<file path="config.mk">
export PLATFORM = sky130hd
export DESIGN_NAME = mem_stage
export DESIGN_NICKNAME = d
export VERILOG_FILES = /design/src/rtl/all_pkgs.sv /design/src/rtl/lsu_align.sv /design/src/rtl/mem_stage.sv
export SDC_FILE = /design/constraint.sdc
export NUM_CORES = 1
export LEC_CHECK = 0
export BUFFER_PORTS_ARGS = -buffer_cell sky130_fd_sc_hd__buf_2
export CELL_PAD_IN_SITES_DETAIL_PLACEMENT = 0
export CELL_PAD_IN_SITES_GLOBAL_PLACEMENT = 2
export CORE_ASPECT_RATIO = 0.5
export CORE_MARGIN = 3
export CORE_UTILIZATION = 23
export DETAILED_ROUTE_END_ITERATION = 10
export PLACE_DENSITY_LB_ADDON = 0.05
export SLEW_MARGIN = 20
export SYNTH_ARGS = -nofsm -noshare
export SYNTH_HDL_FRONTEND = slang
export SYNTH_SLANG_ARGS = --single-unit
</file>
<file path="constraint.sdc">
create_clock -name clk -period 4.5 [get_ports clk]
set_input_delay 0.45 -clock clk [delete_from_list [all_inputs] [get_ports clk]]
set_output_delay 0.45 -clock clk [all_outputs]
set_load 0.01 [all_outputs]
</file>
<file path="src/rtl/all_pkgs.sv">
// Shared constants and types for the MEM pipeline stage: datapath width,
// RV32 load/store opcodes, funct3 access-size encodings and the MEM FSM states.
package all_pkgs;

  localparam int XLEN = 32;

  localparam logic [6:0] OPC_LOAD  = 7'b0000011;
  localparam logic [6:0] OPC_STORE = 7'b0100011;

  // funct3 encodings shared by loads and stores (BU/HU are load-only)
  localparam logic [2:0] F3_B  = 3'b000;
  localparam logic [2:0] F3_H  = 3'b001;
  localparam logic [2:0] F3_W  = 3'b010;
  localparam logic [2:0] F3_BU = 3'b100;
  localparam logic [2:0] F3_HU = 3'b101;

  typedef enum logic [1:0] {
    IDLE        = 2'd0,
    WAIT_GNT    = 2'd1,
    WAIT_RVALID = 2'd2
  } mem_state_e;

endpackage

</file>
<file path="src/rtl/lsu_align.sv">
// Combinational byte-lane logic for the MEM stage: word address, store lane
// alignment/byte enables, load extraction and misalignment/illegal-size detection.
module lsu_align
  import all_pkgs::*;
#(
  parameter int WIDTH = XLEN
) (
  input  logic             is_load,
  input  logic             is_store,
  input  logic [2:0]       funct3,
  input  logic [WIDTH-1:0] addr,
  input  logic [WIDTH-1:0] store_data,
  input  logic [WIDTH-1:0] rdata,
  output logic [WIDTH-1:0] word_addr,
  output logic [WIDTH-1:0] wdata,
  output logic [3:0]       be,
  output logic [WIDTH-1:0] load_data,
  output logic             fault
);

  logic [7:0]  byte_sel;
  logic [15:0] half_sel;

  assign word_addr = {addr[WIDTH-1:2], 2'b00};
  assign byte_sel  = rdata[{addr[1:0], 3'b000} +: 8];
  assign half_sel  = rdata[{addr[1], 4'b0000} +: 16];

  always_comb begin
    // NOTE: every output gets a default before the case so no path can leave
    // one unassigned; otherwise synthesis infers a latch to hold the old value.
    load_data = '0;
    wdata     = '0;
    be        = 4'b0000;
    fault     = 1'b0;

    if (is_load) begin
      unique case (funct3)
        F3_B:  load_data = {{(WIDTH-8){byte_sel[7]}}, byte_sel};
        F3_BU: load_data = {{(WIDTH-8){1'b0}}, byte_sel};
        F3_H: begin
          fault     = addr[0];
          load_data = {{(WIDTH-16){half_sel[15]}}, half_sel};
        end
        F3_HU: begin
          fault     = addr[0];
          load_data = {{(WIDTH-16){1'b0}}, half_sel};
        end
        F3_W: begin
          fault     = (addr[1:0] != 2'b00);
          load_data = rdata;
        end
        default: fault = 1'b1;
      endcase
    end else if (is_store) begin
      // Data is replicated to every lane; the byte enables pick the real target.
      unique case (funct3)
        F3_B: begin
          be    = 4'b0001 << addr[1:0];
          wdata = {(WIDTH/8){store_data[7:0]}};
        end
        F3_H: begin
          fault = addr[0];
          be    = 4'b0011 << addr[1:0];
          wdata = {(WIDTH/16){store_data[15:0]}};
        end
        F3_W: begin
          fault = (addr[1:0] != 2'b00);
          be    = 4'b1111;
          wdata = store_data;
        end
        default: fault = 1'b1;
      endcase
    end
  end

endmodule

</file>
<file path="src/rtl/mem_stage.sv">
// MEM pipeline stage: drives the data-memory request handshake, stalls the
// front of the pipe until the access completes, and owns the MEM/WB register.
module mem_stage
  import all_pkgs::*;
#(
  parameter int WIDTH = XLEN
) (
  input  logic             clk,
  input  logic             rst,
  input  logic [WIDTH-1:0] mem_alu_result,
  input  logic [WIDTH-1:0] mem_reg_data2,
  input  logic [4:0]       mem_rd,
  input  logic [2:0]       mem_funct3,
  input  logic [6:0]       mem_opcode,
  input  logic             mem_reg_wr_en,
  input  logic             mem_mem_to_reg,
  input  logic [1:0]       mem_wb_sel,
  output logic             dmem_req,
  output logic             dmem_we,
  output logic [WIDTH-1:0] dmem_addr,
  output logic [WIDTH-1:0] dmem_wdata,
  output logic [3:0]       dmem_be,
  input  logic             dmem_gnt,
  input  logic             dmem_rvalid,
  input  logic [WIDTH-1:0] dmem_rdata,
  output logic             mem_stall,
  output logic [WIDTH-1:0] wb_alu_result,
  output logic [WIDTH-1:0] wb_load_data,
  output logic [4:0]       wb_rd,
  output logic             wb_reg_wr_en,
  output logic             wb_mem_to_reg,
  output logic [1:0]       wb_wb_sel,
  output logic             misaligned
);

  mem_state_e       state, state_next;
  logic             is_load, is_store;
  logic             align_fault;
  logic             mem_access;
  logic             load_done;
  logic [WIDTH-1:0] load_data;

  assign is_load    = (mem_opcode == OPC_LOAD);
  assign is_store   = (mem_opcode == OPC_STORE);
  assign mem_access = (is_load || is_store) && !align_fault;

  lsu_align #(.WIDTH(WIDTH)) u_align (
    .is_load    (is_load),
    .is_store   (is_store),
    .funct3     (mem_funct3),
    .addr       (mem_alu_result),
    .store_data (mem_reg_data2),
    .rdata      (dmem_rdata),
    .word_addr  (dmem_addr),
    .wdata      (dmem_wdata),
    .be         (dmem_be),
    .load_data  (load_data),
    .fault      (align_fault)
  );

  // Address, data and enables come straight from EX/MEM, which the stall
  // freezes, so they stay stable while waiting for the grant.
  always_comb begin
    state_next = state;
    dmem_req   = 1'b0;
    dmem_we    = 1'b0;
    mem_stall  = 1'b0;
    load_done  = 1'b0;

    unique case (state)
      IDLE: begin
        if (mem_access) begin
          dmem_req = 1'b1;
          dmem_we  = is_store;
          if (!dmem_gnt) begin
            state_next = WAIT_GNT;
            mem_stall  = 1'b1;
          end else if (is_load) begin
            state_next = WAIT_RVALID;
            mem_stall  = 1'b1;
          end
        end
      end
      WAIT_GNT: begin
        dmem_req  = 1'b1;
        dmem_we   = is_store;
        mem_stall = 1'b1;
        if (dmem_gnt) begin
          if (is_store) begin
            state_next = IDLE;
            mem_stall  = 1'b0;
          end else begin
            state_next = WAIT_RVALID;
          end
        end
      end
      WAIT_RVALID: begin
        mem_stall = 1'b1;
        if (dmem_rvalid) begin
          state_next = IDLE;
          mem_stall  = 1'b0;
          load_done  = 1'b1;
        end
      end
      default: state_next = IDLE;
    endcase

    // Reset wins combinationally too, so the request drops in the reset cycle.
    if (rst) begin
      state_next = IDLE;
      dmem_req   = 1'b0;
      dmem_we    = 1'b0;
      mem_stall  = 1'b0;
      load_done  = 1'b0;
    end
  end

  always_ff @(posedge clk) begin
    // NOTE: sequential state uses non-blocking assignments so every register
    // samples pre-edge values; blocking here would create order-dependent races.
    if (rst) state <= IDLE;
    else     state <= state_next;
  end

  always_ff @(posedge clk) begin
    if (rst) begin
      wb_alu_result <= '0;
      wb_load_data  <= '0;
      wb_rd         <= '0;
      wb_reg_wr_en  <= 1'b0;
      wb_mem_to_reg <= 1'b0;
      wb_wb_sel     <= '0;
      misaligned    <= 1'b0;
    end else begin
      wb_alu_result <= mem_alu_result;
      wb_rd         <= mem_rd;
      wb_wb_sel     <= mem_wb_sel;
      misaligned    <= (state == IDLE) && (is_load || is_store) && align_fault;
      if (load_done) wb_load_data <= load_data;

      // Stall cycles and faulted accesses retire as bubbles.
      if (mem_stall || ((is_load || is_store) && align_fault)) begin
        wb_reg_wr_en  <= 1'b0;
        wb_mem_to_reg <= 1'b0;
      end else begin
        wb_reg_wr_en  <= mem_reg_wr_en && !is_store;
        wb_mem_to_reg <= mem_mem_to_reg && !is_store;
      end
    end
  end

endmodule

</file>
# Yosys cells after proc, flatten, opt, wreduce, memory -nomap -nowiden
# Cells that the tools add are included.
[classes]
n_eq_ne = 12
shifts = 4
mux = 36
reduce_logical = 17
[ops]
columns = ["cell", "n"]
rows = [
  ["$pmux W32 S5", 1],
  ["$mux W32", 3],
  ["$pmux W32 S3", 1],
  ["$shiftx A32 B6 Y16", 1],
  ["$shiftx A32 B6 Y8", 1],
  ["$mux W1", 16],
  ["$mux W2", 6],
  ["$pmux W4 S3", 1],
  ["$pmux W1 S3", 3],
  ["$mux W4", 2],
  ["$eq A7 B2 Y1 const B", 1],
  ["$eq A7 B6 Y1 const B", 1],
  ["$eq A3 B3 Y1 const B", 2],
  ["$logic_and A1 B1 Y1", 6],
  ["$ne A2 B2 Y1 const B", 3],
  ["$pmux W2 S3", 1],
  ["$reduce_or A2 Y1", 3],
  ["$pmux W1 S2", 2],
  ["$reduce_and A4 Y1", 1],
  ["$shl A1 B2 Y4 const A", 1],
  ["$shl A2 B2 Y4 const A", 1],
  ["$eq A3 B1 Y1 const B", 1],
  ["$eq A3 B2 Y1 const B", 1],
  ["$logic_not A3 Y1", 1],
  ["other kinds (7)", 9],
]
[totals]
register_bits = 76
input_bits = 119
output_inout_bits = 145
wordCells = 77

# Logic depth before layout (Yosys ltp)
[logic_depth]
word_depth = 11
mapped_depth = 6
ltp_nobuf = 4

# Cells and area by module
# A second synthesis with hierarchy kept.
[unflattened]
cells_unflattened = 521
hier_area_um2 = 4136.5
[modules_own_cells]
columns = ["module", "instances", "cells_each", "area_per_inst_um2", "seq_area_each_um2"]
rows = [
  ["mem_stage", 1, 255, 2431.1, 1521.5],
  ["lsu_align", 1, 266, 1705.4, 0.0],
]

# Least setup slack after synthesis
# No wires, ideal clock.
[synth_path]
kind = "input to output"
start = "in mem_funct3[2]"
end = "out dmem_we"
arrival_ns = 1.661
required_ns = 4.050
setup_slack_ns = 2.389
cell_stages = 5
n_path_buf = 1
cell_sequence = "buf_6 -> or4_4 -> o21ai_0 -> a21oi_1 -> nor4_1"
[synth_via]
elab_chain_len = 9
word_cells_on_any_way = 16
classes_between = "eq/ne (4); mux (7); reduce/logical (5)"
[synth_lines]
columns = ["element", "line", "text"]
rows = [
  ["from (decl)", "mem_stage.sv:13", "input logic [2:0] mem_funct3,"],
  ["$eq A3 B2 Y1 (tied with other cells)", "lsu_align.sv:37, lsu_align.sv:56", ""],
  ["$pmux W1 S3 / $reduce_or A2 Y1 (equally long branches)", "n/a", ""],
  ["$mux W1 / $pmux W1 S3 (equally long branches)", "lsu_align.sv:54, lsu_align.sv:37", ""],
  ["$mux W1 *", "lsu_align.sv:36", "if (is_load) begin"],
  ["$logic_not A1 Y1 *", "mem_stage.sv:45", "assign mem_access = (is_load || is_store) && !align_fault;"],
  ["$logic_and A1 B1 Y1 *", "mem_stage.sv:45", ""],
  ["$mux W1 *", "mem_stage.sv:72", "if (mem_access) begin"],
  ["$pmux W1 S2 *", "mem_stage.sv:70", "unique case (state)"],
  ["$mux W1 *", "mem_stage.sv:109", "if (rst) begin"],
  ["to (decl)", "mem_stage.sv:19", "output logic dmem_we,"],
]
# Every way passes the cells marked *; elsewhere a longest branch is shown, timed or not.

# Worst setup path in the final report
[layout_path]
start = "in mem_funct3[1]"
end = "out dmem_wdata[22]"
[layout_via]
elab_chain_len = 4
word_cells_on_any_way = 6
classes_between = "eq/ne (2); mux (3); reduce/logical (1)"
[layout_lines]
columns = ["element", "line", "text"]
rows = [
  ["$eq A3 B2 Y1 (tied with other cells)", "lsu_align.sv:56", "unique case (funct3)"],
  ["$pmux W32 S3 *", "lsu_align.sv:56", ""],
  ["$mux W32 *", "lsu_align.sv:54", "end else if (is_store) begin"],
  ["$mux W32 *", "lsu_align.sv:36", ""],
  ["to (decl)", "mem_stage.sv:21", "output logic [WIDTH-1:0] dmem_wdata,"],
]
# Marked as above.

==> run summary <==
Status: finished, final reports clean
Final setup vio count: 0
Critical Path Sink Type: output pin
Fin. Hold Viols: 0
Die width: 186.9 µm
Post-CTS Resized: 0
Total Wirelength: 14.14 mm
Clk_skew: 0.003529 ns
Gr ovfl total: 0
Critical Path AT: 2.35 ns
Post-synth EDFFs: 0
Top Ports: 264
Core Area: 0.01570 mm²
Commonest non-fill, non-tap cells in the layout: buf_2, dfxtp_1, nor2b_1
Most common cell after layout, fill and taps aside: buf_2
Final min period: 2.804 ns
Clock power frac: 44.2%
Worst-Skew Late Latency: 0.33 ns
N_diodes: 0
Mapped Cells: 425
Clock root buffer: clkbuf_16
Avg Inst Size Synth: 8.853 µm²
Synth top area share: 40.44%
Total die area: 0.01802 mm²
Reg2Reg Depth: 4
GRT Util Overall: 14.92%
Top FF cell, synth: dfxtp_1
FP Rows: 32
Nets: 759
Reg power frac: 41.3%
FF/Latch Area: 0.001521 mm²
Setup crit start kind: primary input
Fmax: 356.6 MHz
Unrepaired setup endpoints after global routing: false
Area grow syn2layout: 41.17%
DR WL/cell: 16.32 µm
Die height: 96.44 µm
Worst hold slack: 0.3303 ns
Worst hold stages: 2
Cts hold-fix bufs: 0
RR Startpoint: state[0]
Yosys top cell by area: dfxtp_1
Synthesized area: 0.003762 mm²
Sequential fraction of the synthesis area: 40.44%
Setup TNS: 0 ns
DR DRC count: 0
CTS max path bufs: 2
DR iter-0 viols: 134
Vias/cell: 4.447
Initial Utilization: 23.97%
Max H-tree Level: 3
Worst-Margin Slew: 0.9768 ns
Vias in the first global route: 3,713
Layout cells sized above 1: 46.67%
Power Internal: 1.242 mW
Hold Crit Endpoint: wb_rd[2]
GPL Wtd Cong: 0.7288
First-pass GRT wire length: 20.87 mm
Via count: 3,851
# Max-Cap Violations: 0
Biggest regs: wb_alu_result (32), wb_load_data (32), wb_rd (5)
Power Dens Cells: 317.1 mW/mm²
Warnings, synthesis: 0
Psw: 0.4420 mW
CP Class: in2out
Clock tree sinks: 76
Crit path required time: 4.05 ns
Post-detail-place hpwl: 11.04 mm
Hold Path Class: in2reg
Seq cells post-synth: 76
Pleak: 2.634 nW
Largest net degree at the start of global routing: 51
Post-route ant nets: 0
DRT Pass-1 Iters: 5
Post-CTS Setup Bufs: 0
CTS tree: built
Number of CTS-inserted buffers: 9
Post-synthesis cell type count: 56
IR drop worst, VDD: 0.0001486 V
Slew Viols, Final: 0
Comb power frac: 14.5%
Port bufs: 261
Multi-input gate area: 0.001874 mm²
Reg-to-reg critical path endpoint: wb_load_data[19]
Switch share: 26.24%
CP max FO: 40
R2R Setup Slk: 2.45 ns
Final Cycle Share: 62.31%
Asr flop ratio synth: 0%
Initial antenna violation count: 0
Hold Startpoint: mem_rd[2]
Clock slew at reported path FFs: 0.06 ns
Leading post-synthesis cells by cell area: dfxtp_1, nor2b_1, buf_4
FILL cells: 1,736
Relative slew slack: 34.74%
==> per-layer routing <==
layer / global-route usage, % / wire, µm
met1: 18.32 / 6187
met2: 26.80 / 6993
met3: 4.252 / 920
met4: 2.640 / 36
met5: 0 / 0
==> worst max-delay path, stage by stage <==
cell,delay [ns]
buf_2,0.55
or3b_2,0.58
nor2_2,0.43
a22o_1,0.20
buf_2,0.13
==> how the worst max path moves through the flow <==
stage	from	cells after the start	endpoint
floorplan	mem_funct3[2]	5	dmem_we
global placement	mem_opcode[2]	6	dmem_wdata[3]
detailed placement	mem_opcode[2]	6	dmem_wdata[5]
CTS	mem_opcode[2]	6	dmem_wdata[5]
global route	mem_funct3[1]	5	dmem_wdata[16]
finish	mem_funct3[1]	5	dmem_wdata[22]
==> power groups by stage <==
| stage | Clock [mW] | Combinational [mW] | Sequential (mW) |
|---|---|---|---|
| after floorplan | 0 | 0.132 | 0.723 |
| after global placement | 0 | 0.250 | 0.711 |
| after detailed placement | 0 | 0.248 | 0.711 |
| after CTS | 0.781 | 0.248 | 0.696 |
| after global routing | 0.806 | 0.270 | 0.697 |
| final | 0.745 | 0.244 | 0.696 |
==> cells in the mapped netlist (2+ instances only) <==
master / count
a22o_1: 8
o21ai_1: 9
buf_1: 2
o21ai_0: 12
buf_4: 34
o31ai_1: 2
clkbuf_1: 18
inv_1: 3
or2_2: 3
a22oi_1: 16
nor4b_1: 2
a2bb2oi_1: 16
nor3b_1: 2
a222oi_1: 7
a21oi_1: 22
a221oi_1: 10
nor2_1: 29
nand2_1: 37
dfxtp_1: 76
mux2i_1: 3
and2_1: 10
buf_2: 5
mux2_2: 7
nand4bb_1: 2
nand2b_1: 5
nand3b_1: 2
nor3_1: 4
nor2b_1: 51
==> final cells by class <==
class	count	share of cell area [%]
inverter	3	0.2120
timing repair buffer	263	24.88
sequential	76	28.65
multi-input combinational	287	35.29
tap	221	5.206
clock inverter	7	1.531
clock buffer	9	4.240
==> logic make-up (layout without fill, tap and decap cells) <==
group / Yosys count / in the layout / synth area share (%)
flip-flops: 76 / 76 / 40.44
other: 1 / 2 / 0.09967
AO/OA/AOI/OAI: 115 / 115 / 22.12
buffers and inverters: 63 / 282 / 10.04
multiplexers: 11 / 11 / 3.492
AND/OR/NAND/NOR: 159 / 159 / 23.81
==> through the flow <==
stage	utilization (%)	total power [mW]	setup slack, ns	cells	instance area, µm²
finish	33.84	1.684	1.696	866	5311
global route	33.84	1.773	1.485	866	5311
CTS	33.81	1.725	1.572	866	5306
detailed placement	31.86	0.9591	1.578	850	5000
global placement	31.86	0.9612	1.603	850	5000
floorplan	-	0.8550	2.389	426	3766
Note: power is estimated with default switching activity, not from simulation.
